==> config.mk <==
export PLATFORM = sky130hd
export DESIGN_NAME = dmem_access_ctrl
export DESIGN_NICKNAME = d
export VERILOG_FILES = /design/src/rtl/dmem_access_ctrl_pkg.sv /design/src/rtl/dmem_timeout_cnt.sv /design/src/rtl/dmem_access_ctrl.sv
export SDC_FILE = /design/constraint.sdc
export NUM_CORES = 1
export LEC_CHECK = 0
export BUFFER_PORTS_ARGS = -buffer_cell sky130_fd_sc_hd__buf_4
export CAP_MARGIN = 15
export CORE_UTILIZATION = 49
export DETAILED_ROUTE_END_ITERATION = 10
export MAX_ROUTING_LAYER = met4
export PLACE_DENSITY = 0.86
export SETUP_SLACK_MARGIN = 0.2
export SLEW_MARGIN = 20
export SYNTH_ARGS = -nofsm -noshare
export SYNTH_HDL_FRONTEND = slang
export SYNTH_SLANG_ARGS = --single-unit
==> constraint.sdc <==
create_clock -name clk -period 5.18 [get_ports clk]
set_input_delay 0 -clock clk [delete_from_list [all_inputs] [get_ports clk]]
set_output_delay 0 -clock clk [all_outputs]
set_load 0.005 [all_outputs]
==> src/rtl/dmem_access_ctrl_pkg.sv <==
// ============================================================================
//  Module   : dmem_access_ctrl_pkg
//  Brief    : Shared encodings for the MEM-stage data-memory sequencer.
//  Revision : 1.0
// ============================================================================
`default_nettype none

package dmem_access_ctrl_pkg;

   // ResultSrc encodings used by the writeback mux
   localparam logic [1:0] c_RES_ALU = 2'b00;
   localparam logic [1:0] c_RES_MEM = 2'b01;
   localparam logic [1:0] c_RES_PC4 = 2'b10;

   typedef enum logic [1:0] {
      ST_IDLE = 2'b00,
      ST_WAIT = 2'b01,
      ST_DONE = 2'b10
   } state_t;

endpackage

`default_nettype wire

==> src/rtl/dmem_timeout_cnt.sv <==
// ============================================================================
//  Module   : dmem_timeout_cnt
//  Brief    : WAIT-cycle counter; tc fires on the TIMEOUT_CYC-th enabled cycle.
//  Revision : 1.0
// ============================================================================
`default_nettype none

module dmem_timeout_cnt #(
   parameter int TIMEOUT_CYC = 255
) (
   input  logic clk,
   input  logic reset,
   input  logic clear,
   input  logic enable,
   output logic tc
);

   localparam int                 c_CNT_W = (TIMEOUT_CYC > 1) ? $clog2(TIMEOUT_CYC) : 1;
   localparam logic [c_CNT_W-1:0] c_LAST  = c_CNT_W'(TIMEOUT_CYC - 1);

   logic [c_CNT_W-1:0] r_cnt;

   always_ff @(posedge clk or posedge reset) begin
      if (reset) begin
         r_cnt <= '0;
      end else if (clear) begin
         r_cnt <= '0;
      end else if (enable) begin
         r_cnt <= r_cnt + c_CNT_W'(1);
      end
   end

   assign tc = enable & (r_cnt == c_LAST);

endmodule

`default_nettype wire

==> src/rtl/dmem_access_ctrl.sv <==
// ============================================================================
//  Module   : dmem_access_ctrl
//  Brief    : MEM-stage req/ack sequencer for a variable-latency data memory.
//             Optional WAIT timeout enabled by defining DMEM_TIMEOUT_EN.
//  Revision : 1.0
// ============================================================================
`default_nettype none

module dmem_access_ctrl
   import dmem_access_ctrl_pkg::*;
#(
   parameter int         DATA_W      = 32,
   parameter logic [1:0] LOAD_SRC    = c_RES_MEM,
   parameter int         TIMEOUT_CYC = 255
) (
   input  logic              clk,
   input  logic              reset,
   input  logic              MemWriteM,
   input  logic [1:0]        ResultSrcM,
   input  logic [DATA_W-1:0] ALUResultM,
   input  logic [DATA_W-1:0] WriteDataM,
   output logic              dmem_req,
   output logic              dmem_we,
   output logic [DATA_W-1:0] dmem_addr,
   output logic [DATA_W-1:0] dmem_wdata,
   input  logic              dmem_ack,
   input  logic [DATA_W-1:0] dmem_rdata,
   output logic [DATA_W-1:0] ReadDataM,
   output logic              StallM,
   output logic              mem_fault
);

   state_t r_state;
   state_t w_state_nxt;
   logic   w_access;
   logic   w_timeout;

   assign w_access = MemWriteM | (ResultSrcM == LOAD_SRC);
   assign StallM   = w_access & (r_state != ST_DONE);

`ifdef DMEM_TIMEOUT_EN
   localparam logic [DATA_W-1:0] c_FAULT_DATA = DATA_W'(32'hDEAD_BEEF);

   logic w_tc;
   logic r_fault;

   // Ack is excluded from enable so a coincident ack always wins
   dmem_timeout_cnt #(
      .TIMEOUT_CYC (TIMEOUT_CYC)
   ) u_timeout_cnt (
      .clk    (clk),
      .reset  (reset),
      .clear  (r_state != ST_WAIT),
      .enable ((r_state == ST_WAIT) & ~dmem_ack),
      .tc     (w_tc)
   );

   assign w_timeout = w_tc;
   assign mem_fault = r_fault;

   always_ff @(posedge clk or posedge reset) begin
      if (reset) begin
         r_fault <= 1'b0;
      end else begin
         r_fault <= w_timeout;
      end
   end
`else
   assign w_timeout = 1'b0;
   assign mem_fault = 1'b0;
`endif

   always_comb begin
      w_state_nxt = r_state;
      case (r_state)
         ST_IDLE: if (w_access)             w_state_nxt = ST_WAIT;
         ST_WAIT: if (dmem_ack | w_timeout) w_state_nxt = ST_DONE;
         ST_DONE:                           w_state_nxt = ST_IDLE;
         default:                           w_state_nxt = ST_IDLE;
      endcase
   end

   always_ff @(posedge clk or posedge reset) begin
      if (reset) begin
         r_state    <= ST_IDLE;
         dmem_req   <= 1'b0;
         dmem_we    <= 1'b0;
         dmem_addr  <= '0;
         dmem_wdata <= '0;
         ReadDataM  <= '0;
      end else begin
         r_state <= w_state_nxt;
         case (r_state)
            ST_IDLE: begin
               if (w_access) begin
                  dmem_req   <= 1'b1;
                  dmem_we    <= MemWriteM;
                  dmem_addr  <= ALUResultM;
                  dmem_wdata <= WriteDataM;
               end
            end
            ST_WAIT: begin
               if (dmem_ack) begin
                  dmem_req <= 1'b0;
                  if (!dmem_we) begin
                     ReadDataM <= dmem_rdata;
                  end
`ifdef DMEM_TIMEOUT_EN
               end else if (w_timeout) begin
                  dmem_req  <= 1'b0;
                  ReadDataM <= c_FAULT_DATA;
`endif
               end
            end
            default: ;
         endcase
      end
   end

endmodule

`default_nettype wire

==> results.md <==
* LEAKAGE at around 3.3 nW
* Critical Path RT at ~5.4 ns
* WS Path Type: reg -> reg
* TritonCTS clock tree: built
* Clk pin slew, worst setup/hold paths at 0.09 ns
* Post-cts sizing count at 0
* Startpoint types: flop
* # rows at 32
* Num CTS Buffers at 9
* R2R setup slack at roughly 3.2 ns
* Nets at 627
* Initial core utilization at 0.508
* Synth Warn # at 0
* Post-Syn Area per Cell at 17.6 µm²
* Core ar. at 0.00773 mm²
* Initial antenna violation count at 1
* Clock H-tree levels at 3
* Adder-Cell Fraction of Synth Area at 0
* Tightest Pin Transition at 1.02 ns
* RSZ-0062 raised after global routing: no
* Total power at approximately 3.4 mW
* Run status: complete, no violations
* VDD IR max at 0.300 mV
* Netlist cell types at 18
* Fin Hold WS at between 0.1 and 0.15 ns
* Compound-Gate Fraction of Synth Area at 0.00893
* I/O pin count at 202
* Post-synthesis sequential area ratio at 0.638
* Detail Route Antenna Nets at 0
* Power Internal at about 2.4 mW
* Clock sink total at 100
* Critical path data arrival time at 2.20 ns
* Post-route setup slack at 3.21 ns
* Synth top cells by count: dfrtp_1 (100), mux2_2 (56), mux2_4 (38)
* CP Max Fanout at 65
* CTS root buf: clkbuf_8
* Fillers at 351
* DP HPWL at 6340 µm
* Final WL at 11600 µm
* Residual DRC at 0
* Power share of the combinational group at 0.440
* Synth area leaders: dfrtp_1 (64%), mux2_2 (16%), mux2_4 (15%)
* Skew-Pair Late Insertion Delay at 0.36 ns
* Worst Reg2Reg Path Length in Cells at 4
* Top-area cell type share of the netlist area at 0.638
* # hold bufs at CTS at 100
* CP startpoint: r_state[0]$_DFFE_PP0P_
* Synth Area in XOR/XNOR at 0
* Post CTS Setup Buffer Count at 0
* Global-route usage over all layers at 0.296
* Place WS at 3.27 ns
* Total negative slack at 0 ns
* Layout cells sized above 1 at 0.591
* First-pass DRT Iterations at 4
* Sw frac at 0.297
* Post-synthesis simple-gate area fraction at 0.0102
* Fmax at 509 MHz
* Syn Std Cell Area at a little under 0.004 mm²
* Clock Power Share at 0.144
* Final hold viol count at 0
* Max Slew Vio Count at 0
* Post-route minimum period at 1.97 ns
* Most used flip-flop cell after synthesis: dfrtp_1
* Worst Hold Class: in -> reg
* Number of max-cap violations at 0
* EDFF count, synth at 0
* Yosys top cell by area: dfrtp_1
* Drt wl/cell at 18.4 µm
* Async SR Flop Fraction at 1.00
* Mapped Cells at 223
* Worst hold path stage count at 4
* Multi-input combinational cell area at 0.00131 mm²
* Largest family of logic cells by synthesized area: multiplexers
* # port buffers at 200
* Vias per inst at between 4 and 5
* Largest net degree at the start of global routing at 66
* Crit. End Element: flop
* Final setup viols at 0
* Die X at 91.5 µm
* Max clock buf depth at 2
* Hold Path End: dmem_we$_DFFE_PP0P_
* R2r endpoint: dmem_addr[15]$_DFFE_PP0P_
* Worst r2r src: r_state[0]$_DFFE_PP0P_
* Register Area at 0.00250 mm²
* Final worst path period share at 0.380
* Sequential Power Share at 0.416
* Initial DRC Count at 103
* Mux share of post-synthesis cell area at 0.312
* Syn_nets at between 300 and 400
* Global placer's final weighted congestion at 0.778
* Vias in the first global route at 3378
* Worst Skew at ~0.017 ns
* GR Overflow Total at 0
* Min-delay src: ResultSrcM[1]
* Die footprint at 0.00837 mm²
* PD cells at 516 mW/mm²
* First-pass GRT wire length at ~18000 µm
* Die height at 91.5 µm
* Flops & latches, synth at 100
* Most common cell in the synthesized netlist: dfrtp_1
* Switch Pwr at 1.02 mW
* Vias at about 3000
* Synth-to-Final Area Change at 69.9%
* Worst slew margin at 0.319
## critical path: stages (launching register included)
cell and delay (ns):
dfrtp_1 0.39, nor2_1 0.11, o21ai_4 0.07, buf_4 0.81
mux2_2 0.44
## power groups by stage
stage | clock, mW | combinational (mW) | sequential [mW]
6_report | 0.494 | 1.51 | 1.43
5_1_grt | 0.532 | 1.61 | 1.48
4_1_cts | 0.496 | 1.49 | 1.41
3_5_place_dp | 0 | 1.42 | 1.43
3_3_place_gp | 0 | 1.38 | 1.40
2_1_floorplan | 0 | 0.637 | 1.42
## how the worst max path moves through the flow
stage,endpoint,slack [ns],depth (start not counted)
after floorplan,ReadDataM[0]$_DFFE_PP0P_,2.56,1
after CTS,dmem_addr[30]$_DFFE_PP0P_,3.26,4
after global placement,dmem_addr[28]$_DFFE_PP0P_,3.32,4
after detailed placement,ReadDataM[10]$_DFFE_PP0P_,3.27,3
after global routing,dmem_addr[15]$_DFFE_PP0P_,3.12,4
final,dmem_addr[15]$_DFFE_PP0P_,3.21,4
## stage by stage
stage / cell area [µm²] / std cells / util
detailed placement: 5470 / 516 / 0.708
floorplan: 3920 / 223 / -
global placement: 5470 / 516 / 0.708
global route: 6670 / 633 / 0.863
CTS: 6660 / 632 / 0.862
finish: 6670 / 633 / 0.863
## per-layer routing
| metal | wire (µm) | track usage | vias up | share of wire |
|---|---|---|---|---|
| li1 | - | - | 1378 | - |
| met1 | 4360 | 0.336 | 1486 | 0.37 |
| met2 | 6330 | 0.530 | 138 | 0.54 |
| met3 | 674 | 0.0461 | 21 | 0.058 |
| met4 | 258 | 0.101 | 0 | 0.022 |
| met5 | 0 | - | - | 0 |
## area by class of cell
class,count,area share
clock buffers,11,0.0197
clock inverters,5,0.00920
flip-flops and latches,100,0.375
multi-input cells,109,0.197
well taps,102,0.0191
inverters,3,0.00206
diodes,1,0.000375
repair buffers,302,0.378
## cell families after synthesis
family | count (synthesis)
flip-flops | 100
multiplexers | 96
buffers and inverters | 14
AND/OR/NAND/NOR | 7
AO/OA/AOI/OAI | 5
other | 1
## state kept, by name, indices dropped and copies added, names as in the netlist
signal / count
ReadDataM: 32
dmem_addr: 32
dmem_wdata: 32
r_state: 2
dmem_req: 1
dmem_we: 1
## placed cells by master (no fill, tap or decap), types with 9 or more instances in the layout
cell           instances
buf_4                202
dfrtp_1              100
dlygate4sd3_1        100
mux2_2                56
mux2_4                38
clkbuf_8               9
Power figures use the tool's default switching activity.
